File: config.mk
export PLATFORM = sky130hd
export DESIGN_NAME = dbus_arbiter
export DESIGN_NICKNAME = d
export VERILOG_FILES = /design/src/rtl/dbus_arbiter.sv
export SDC_FILE = /design/constraint.sdc
export NUM_CORES = 1
export LEC_CHECK = 0
export ABC_AREA = 1
export BUFFER_PORTS_ARGS = -buffer_cell sky130_fd_sc_hd__buf_4
export CAP_MARGIN = 20
export CORE_MARGIN = 2
export CORE_UTILIZATION = 29
export DETAILED_ROUTE_END_ITERATION = 10
export PLACE_DENSITY = 0.81
export REMOVE_ABC_BUFFERS = 1
export SETUP_SLACK_MARGIN = 0.02
export SKIP_CTS_REPAIR_TIMING = 1
export SYNTH_ARGS = -nofsm -noshare
export SYNTH_HDL_FRONTEND = slang
export SYNTH_SLANG_ARGS = --single-unit
File: constraint.sdc
create_clock -name clk -period 1.5 [get_ports clk]
set_input_delay 0.225 -clock clk [delete_from_list [all_inputs] [get_ports clk]]
set_output_delay 0.225 -clock clk [all_outputs]
set_load 0.05 [all_outputs]
File: src/rtl/dbus_arbiter.sv
// dbus_arbiter: two-master (CPU, DMA) arbiter for a shared 16-bit memory/IO port.
// The grant is combinational from the current requests and the registered owner
// state. Reads return one cycle after the grant; writes return nothing.
// The optional DMA anti-starvation counter is enabled by defining the macro
// DBUS_ARB_STARVE_EN. In the default build the CPU has strict priority.
module dbus_arbiter #(
    parameter int unsigned STARVE_LIMIT = 4
) (
    input  logic        clk,
    input  logic        reset_n,
    input  logic        cpu_req,
    input  logic        dma_req,
    input  logic [1:0]  cpu_we,
    input  logic [1:0]  dma_we,
    input  logic [15:0] cpu_addr,
    input  logic [15:0] dma_addr,
    input  logic [15:0] cpu_wdata,
    input  logic [15:0] dma_wdata,
    input  logic        dma_lock,
    output logic        cpu_gnt,
    output logic        dma_gnt,
    output logic        cpu_rvalid,
    output logic        dma_rvalid,
    output logic [15:0] cpu_rdata,
    output logic [15:0] dma_rdata,
    output logic [15:0] bus_addr,
    output logic [1:0]  bus_we,
    output logic [15:0] bus_wdata,
    output logic        bus_rd,
    input  logic [15:0] bus_rdata
);

    localparam int unsigned DATA_W = 16;

    // The wait counter is 3 bits wide, so the limit must fit in 1..7.
    if (STARVE_LIMIT < 1 || STARVE_LIMIT > 7) begin : g_bad_limit
        $error("dbus_arbiter: STARVE_LIMIT must be in 1..7");
    end

    typedef enum logic [1:0] {
        ST_IDLE = 2'd0,
        ST_CPU  = 2'd1,
        ST_DMA  = 2'd2
    } state_t;

    state_t state;
    state_t state_next;

    logic cpu_win;
    logic dma_win;
    logic dma_force;
    logic starve_hit;

    // Read-return tracking: one flag per master, set for the cycle after a read grant.
    logic cpu_rd_vld_p1;
    logic dma_rd_vld_p1;

`ifdef DBUS_ARB_STARVE_EN
    localparam logic [2:0] LIMIT = 3'(STARVE_LIMIT);

    logic [2:0] wait_cnt;

    // Saturating increment of the DMA wait counter.
    function automatic logic [2:0] sat_inc(input logic [2:0] value);
        if (value >= LIMIT) begin
            return LIMIT;
        end
        return value + 3'd1;
    endfunction

    // Count cycles DMA is kept waiting; clear on a DMA grant or when DMA stops asking.
    always_ff @(posedge clk or negedge reset_n) begin
        if (!reset_n) begin
            wait_cnt <= 3'd0;
        end else if (!dma_req || dma_win) begin
            wait_cnt <= 3'd0;
        end else begin
            wait_cnt <= sat_inc(wait_cnt);
        end
    end

    assign starve_hit = (wait_cnt == LIMIT);
`else
    // Strict CPU priority: DMA is never forced ahead of the CPU by waiting.
    assign starve_hit = 1'b0;
`endif

    // DMA overrides CPU priority when it holds a lock it already owns, or has waited too long.
    assign dma_force = dma_req && (((state == ST_DMA) && dma_lock) || starve_hit);

    // ---- stage p0: arbitration and bus drive (combinational) ----

    // Owner state register: remembers who had the bus last cycle.
    always_ff @(posedge clk or negedge reset_n) begin
        if (!reset_n) begin
            state <= ST_IDLE;
        end else begin
            state <= state_next;
        end
    end

    // Next owner is whoever wins this cycle, or nobody.
    always_comb begin
        state_next = ST_IDLE;
        if (cpu_win) begin
            state_next = ST_CPU;
        end else if (dma_win) begin
            state_next = ST_DMA;
        end
    end

    // Grant decision: forced DMA first, then fixed CPU-over-DMA priority; nothing in reset.
    always_comb begin
        cpu_win = 1'b0;
        dma_win = 1'b0;
        if (reset_n) begin
            if (dma_force) begin
                dma_win = 1'b1;
            end else if (cpu_req) begin
                cpu_win = 1'b1;
            end else if (dma_req) begin
                dma_win = 1'b1;
            end
        end
    end

    assign cpu_gnt = cpu_win;
    assign dma_gnt = dma_win;

    // Route the winning master's transaction onto the shared port; idle bus is all zero.
    always_comb begin
        bus_addr  = '0;
        bus_we    = 2'b00;
        bus_wdata = '0;
        bus_rd    = 1'b0;
        if (cpu_win) begin
            bus_addr  = cpu_addr;
            bus_we    = cpu_we;
            bus_wdata = cpu_wdata;
            bus_rd    = (cpu_we == 2'b00);
        end else if (dma_win) begin
            bus_addr  = dma_addr;
            bus_we    = dma_we;
            bus_wdata = dma_wdata;
            bus_rd    = (dma_we == 2'b00);
        end
    end

    // ---- stage p1: read data return ----

    // Remember which master issued a read so the next cycle's bus_rdata goes back to it.
    always_ff @(posedge clk or negedge reset_n) begin
        if (!reset_n) begin
            cpu_rd_vld_p1 <= 1'b0;
            dma_rd_vld_p1 <= 1'b0;
        end else begin
            cpu_rd_vld_p1 <= cpu_win && (cpu_we == 2'b00);
            dma_rd_vld_p1 <= dma_win && (dma_we == 2'b00);
        end
    end

    assign cpu_rvalid = cpu_rd_vld_p1;
    assign dma_rvalid = dma_rd_vld_p1;

    // Return data only to the owner of the pending read; zero otherwise.
    always_comb begin
        cpu_rdata = {DATA_W{1'b0}};
        dma_rdata = {DATA_W{1'b0}};
        if (cpu_rd_vld_p1) begin
            cpu_rdata = bus_rdata;
        end
        if (dma_rd_vld_p1) begin
            dma_rdata = bus_rdata;
        end
    end

endmodule

After elaboration in Yosys (flattened, before gate mapping)
Cells that the tools add are included.
- flip-flop bits (word level): 4
- bits of input ports: 89
- output and inout port bits: 71
- word-level logic and storage cells: 29
- equal/unequal tests: 1
- multiplexer cells: 19
- reduce and logical (&&, ||, !) cells: 6
- operators by type and width (operator ; count):
    $mux W16 ; 6
    $mux W1 ; 9
    $mux W2 ; 4
    $logic_and A1 B1 Y1 ; 4
    $logic_not A2 Y1 ; 2
    $eq A2 B2 Y1 const B ; 1

Depth between registers and ports, before layout
- depth after elaboration: 7
- mapped depth: 7
- mapped depth without buffers: 6

Worst setup path before layout
No wires, ideal clock.
- kind: register to output
- from: register cpu_rd_vld_p1, in the netlist cpu_rvalid
- to: output cpu_rdata[10]
- data arrival time: 1435 ps
- data required time: 1275 ps
- path slack: -160 ps
- cell stages (with the launch flop): 5
- buffers on the path: 2
- path through: dfrtp_1 -> clkbuf_1 -> buf_2 -> nand2_1 -> inv_1
- cells in the longest elaborated chain, start to end: 1
- RTL lines (element ; RTL line ; RTL):
    start: declaration ; 55 ; logic cpu_rd_vld_p1;
    start signal: assignment ; 157 ; cpu_rd_vld_p1 <= cpu_win && (cpu_we == 2'b00);
    $mux W16 ; 169 ; if (cpu_rd_vld_p1) begin
    end: declaration ; 24 ; output logic [15:0] cpu_rdata,
Every way passes these cells.

Worst setup path after layout
- from: register state[0]
- to: output bus_addr[8]
- cells in the longest elaborated chain, start to end: 7
- elaborated cells between the ends (all ways): 9
- those cells by class: 1 x eq/ne; 6 x mux; 2 x reduce/logical
- RTL lines (element ; RTL line ; RTL):
    start: declaration ; 46 ; state_t state;
    start signal: assignment ; 98 ; state <= state_next;
    $eq A2 B2 Y1 * ; 89 ; assign dma_force = dma_req && (((state == ST_DMA) && dma_lock) || starve_hit);
    $logic_and A1 B1 Y1 * (2 in series) ; 89 ;
    $mux W1 ; 117 ; if (dma_force) begin
    $mux W1 ; 116 ; if (reset_n) begin
    $mux W16 ; 141 ; end else if (dma_win) begin
    $mux W16 * ; 136 ; if (cpu_win) begin
    end: declaration ; 26 ; output logic [15:0] bus_addr,
Mark *: on every way between the ends. The rest lies on a longest branch, timed or not.

==> results.sh <==
export IMPL_setup_viol=37
export IMPL_rrSetupSlack_ns=0.43
export IMPL_gp_congestion=0.7140
export IMPL_drive_gt1_share_pct=60.11
export IMPL_core_area_um2=3363
export IMPL_grt_max_degree=37
export IMPL_leakagePower_nw=1.746
export IMPL_synthMuxAreaShare_pct=0
export IMPL_grt_pass1_vias=1756
export IMPL_layout_nets=457
export IMPL_relSlewSlack_pct=75.28
export IMPL_regArea_um2=100.1
export IMPL_dr_pass1_iters=4
export IMPL_cp_slowest_cell="dfrtp_1"
export IMPL_cp_arrival_ns=1.44
export IMPL_yosysTopAreaCellShare_pct=34.06
export IMPL_wl_um=5551
export IMPL_wl_per_cell_um=13.47
export IMPL_crit_required_ns=1.27
export IMPL_grt_util_all_layers_pct=22.62
export IMPL_n_fill_cell=246
export IMPL_crit_chain="nor2_4, nand2_4, nand2_8, clkbuf_16, nand3_2, nand2_2, buf_8"
export IMPL_regToRegEndpoint="state[1]$_DFF_PN0_"
export IMPL_startpoint="state[0]$_DFF_PN0_"
export IMPL_grt_ovfl_total=0
export IMPL_ios=160
export IMPL_swShare_pct=47.70
export IMPL_dp_hpwl_um=3683
export IMPL_async_flop_share_pct=100.0
export IMPL_clkPwrFrac_pct=11.3
export IMPL_yosysMostFrequentCell="nand2_1"
export IMPL_crit_path_end_kind="primary output"
export IMPL_finalWorstSetupSlack_ns=-0.1668
export IMPL_finalPower_mw=1.138
export IMPL_syn_to_final_growth_pct=167.6
export IMPL_yosysUniqueCellTypes=14
export IMPL_synth_top_family_by_area="simple AND/OR/NAND/NOR gates"
export IMPL_cts_buffers=3
export IMPL_cts_buffer_depth=2
export IMPL_tritoncts="done"
export IMPL_power_switching_uw=542.9
export IMPL_h_tree_depth=1
export IMPL_num_vias=1941
export IMPL_synth_warnings=0
export IMPL_clk_pin_slew_ns=0.04
export IMPL_yosysSeqAreaShare_pct=9.732
export IMPL_worstSetupStartpointType="register"
export IMPL_viasPerCell=4.711
export IMPL_maxCapViolations=0
export IMPL_worstPathMaxFanout=6
export IMPL_io_buffer_count=159
export IMPL_fin_crit_sh_pct=111.1
export IMPL_reg2reg_depth=7
export IMPL_cp_depth=7
export IMPL_min_period_ns=1.667
export IMPL_fin_worst_skew_ns=0.0009554
export IMPL_clkLatencyLatePin_ns=0.23
export IMPL_cp_num_buf_inv=2
export IMPL_hold_path_class="input pin to asynchronous set/reset pin"
export IMPL_die_w_um=63.55
export IMPL_synth_area_um2=1028
export IMPL_antenna_found_initial=0
export IMPL_rsz0062_at_grt="yes"
export IMPL_ys_ff_latch=4
export IMPL_ant_nets=0
export IMPL_synth_avg_cell_area_um2=4.921
export IMPL_hold_viol_final=0
export IMPL_die_h_um=63.55
export IMPL_synth_xor_area_share_pct=0
export IMPL_dieArea_um2=4039
export IMPL_drt_iter0_drc=93
export IMPL_multi_input_area_um2=840.8
export IMPL_pwr_share_seq_pct=10.0
export IMPL_clock_sinks=4
export IMPL_synthTopCellsByArea="nand3_1 (34%), nand2_1 (26%), inv_1 (14%), dfrtp_1 (9.7%), buf_6 (3.3%)"
export IMPL_synth_simple_area_share_pct=64.60
export IMPL_ys_top_cells_by_count="nand2_1 (71), nand3_1 (70), inv_1 (39)"
export IMPL_max_freq_ghz=0.5999
export IMPL_critPathKind="register to primary output"
export IMPL_drc=0
export IMPL_slew_violations=0
export IMPL_rows=21
export IMPL_status="complete, but fails checks"
export IMPL_fin_tns_setup_ns=-4.233
export IMPL_synthFlopType="dfrtp_1"
export IMPL_cts_root_buffer="clkbuf_4"
export IMPL_worst_pin_slew_ns=0.3708
export IMPL_max_stage_delay_ns=0.38
export IMPL_cp_endpoint="bus_addr[8]"
export IMPL_vdd_drop_max_uv=271.4
export IMPL_yosys_area_top_type="nand3_1"
export IMPL_whs_ns=0.01957
export IMPL_antennaDiodeCount=0
export IMPL_combPwrFrac_pct=78.7
export IMPL_grt_pass1_wl_um=7659
export IMPL_synth_compound_area_share_pct=0
export IMPL_violations="negative setup slack"
export IMPL_path_delay_family="simple AND/OR/NAND/NOR gates"
export IMPL_intPower_uw=595.4
export IMPL_synth_edf_count=0
export IMPL_initial_utilization_pct=30.58
export IMPL_synth_adder_area_share_pct=0
export IMPL_r2r_start="state[1]$_DFF_PN0_"
export IMPL_synthCells=209
export IMPL_power_density_nw_per_um2=413.5
## cell usage in the layout (no fill, tap or decap)
master / Yosys / final
buf_4: 4 / 127
nand2_1: 71 / 52
nand3_1: 70 / 49
inv_1: 39 / 39
buf_6: 3 / 21
nand2_2: 1 / 20
nand3_2: 0 / 19
buf_8: 0 / 18
dfrtp_1: 4 / 4
clkbuf_4: 0 / 3
clkbuf_16: 0 / 3
nand3_4: 0 / 2
nor2_1: 2 / 2
buf_12: 0 / 2
nor2_4: 1 / 1
inv_2: 1 / 1
nand2_4: 2 / 1
inv_4: 1 / 1
nand2_8: 0 / 1
## routing by layer
layer	global-route usage (%)	routed length (um)	vias up
li1	-	-	958
met1	25.11	1972	864
met2	42.50	2929	111
met4	5.978	95	0
met3	5.357	553	8
met5	0	0	-
## area by class of cell
| class | count | area share (%) |
|---|---|---|
| Inverter | 41 | 5.682 |
| Sequential cell | 4 | 3.636 |
| Clock buffer | 3 | 0.8182 |
| Tap cell | 46 | 2.091 |
| Timing Repair Buffer | 171 | 57.23 |
| Multi-Input combinational cell | 147 | 30.55 |
## power by group through the flow
stage               clock [mW]  combinational [mW]  sequential, mW
floorplan                    0               0.372           0.123
global placement             0               0.737           0.115
detailed placement           0               0.739           0.115
CTS                      0.136               0.742           0.114
global route             0.140               0.941           0.114
finish                   0.128               0.896           0.114
## worst min-delay path by stage
| stage | from | endpoint | slack [ns] | depth (start not counted) |
|---|---|---|---|---|
| after floorplan | reset_n | cpu_rvalid$_DFF_PN0_ | -0.07 | 0 |
| after global placement | reset_n | state[1]$_DFF_PN0_ | 0.22 | 2 |
| after detailed placement | reset_n | state[1]$_DFF_PN0_ | 0.22 | 2 |
| after CTS | reset_n | state[1]$_DFF_PN0_ | -0.03 | 2 |
| after global routing | reset_n | state[0]$_DFF_PN0_ | 0.03 | 2 |
| final | reset_n | state[1]$_DFF_PN0_ | 0.02 | 2 |
## through the flow
step	setup slack [ns]	cell area (um2)	std cells	utilization, %
floorplan	-0.1576	920.9	192	-
global placement	0.1103	2257	405	67.11
detailed placement	0.08697	2257	405	67.11
CTS	-0.1688	2280	408	67.78
global route	-0.2281	2753	412	81.85
finish	-0.1668	2753	412	81.85
## flip-flops by register name, indices dropped and copies added (netlist names)
signal	count
dma_rvalid	1
state	2
cpu_rvalid	1
## cells by family after synthesis
group         Yosys count
buf+inv                58
flops                   4
simple gates          147
(Power assumes the default switching activity.)
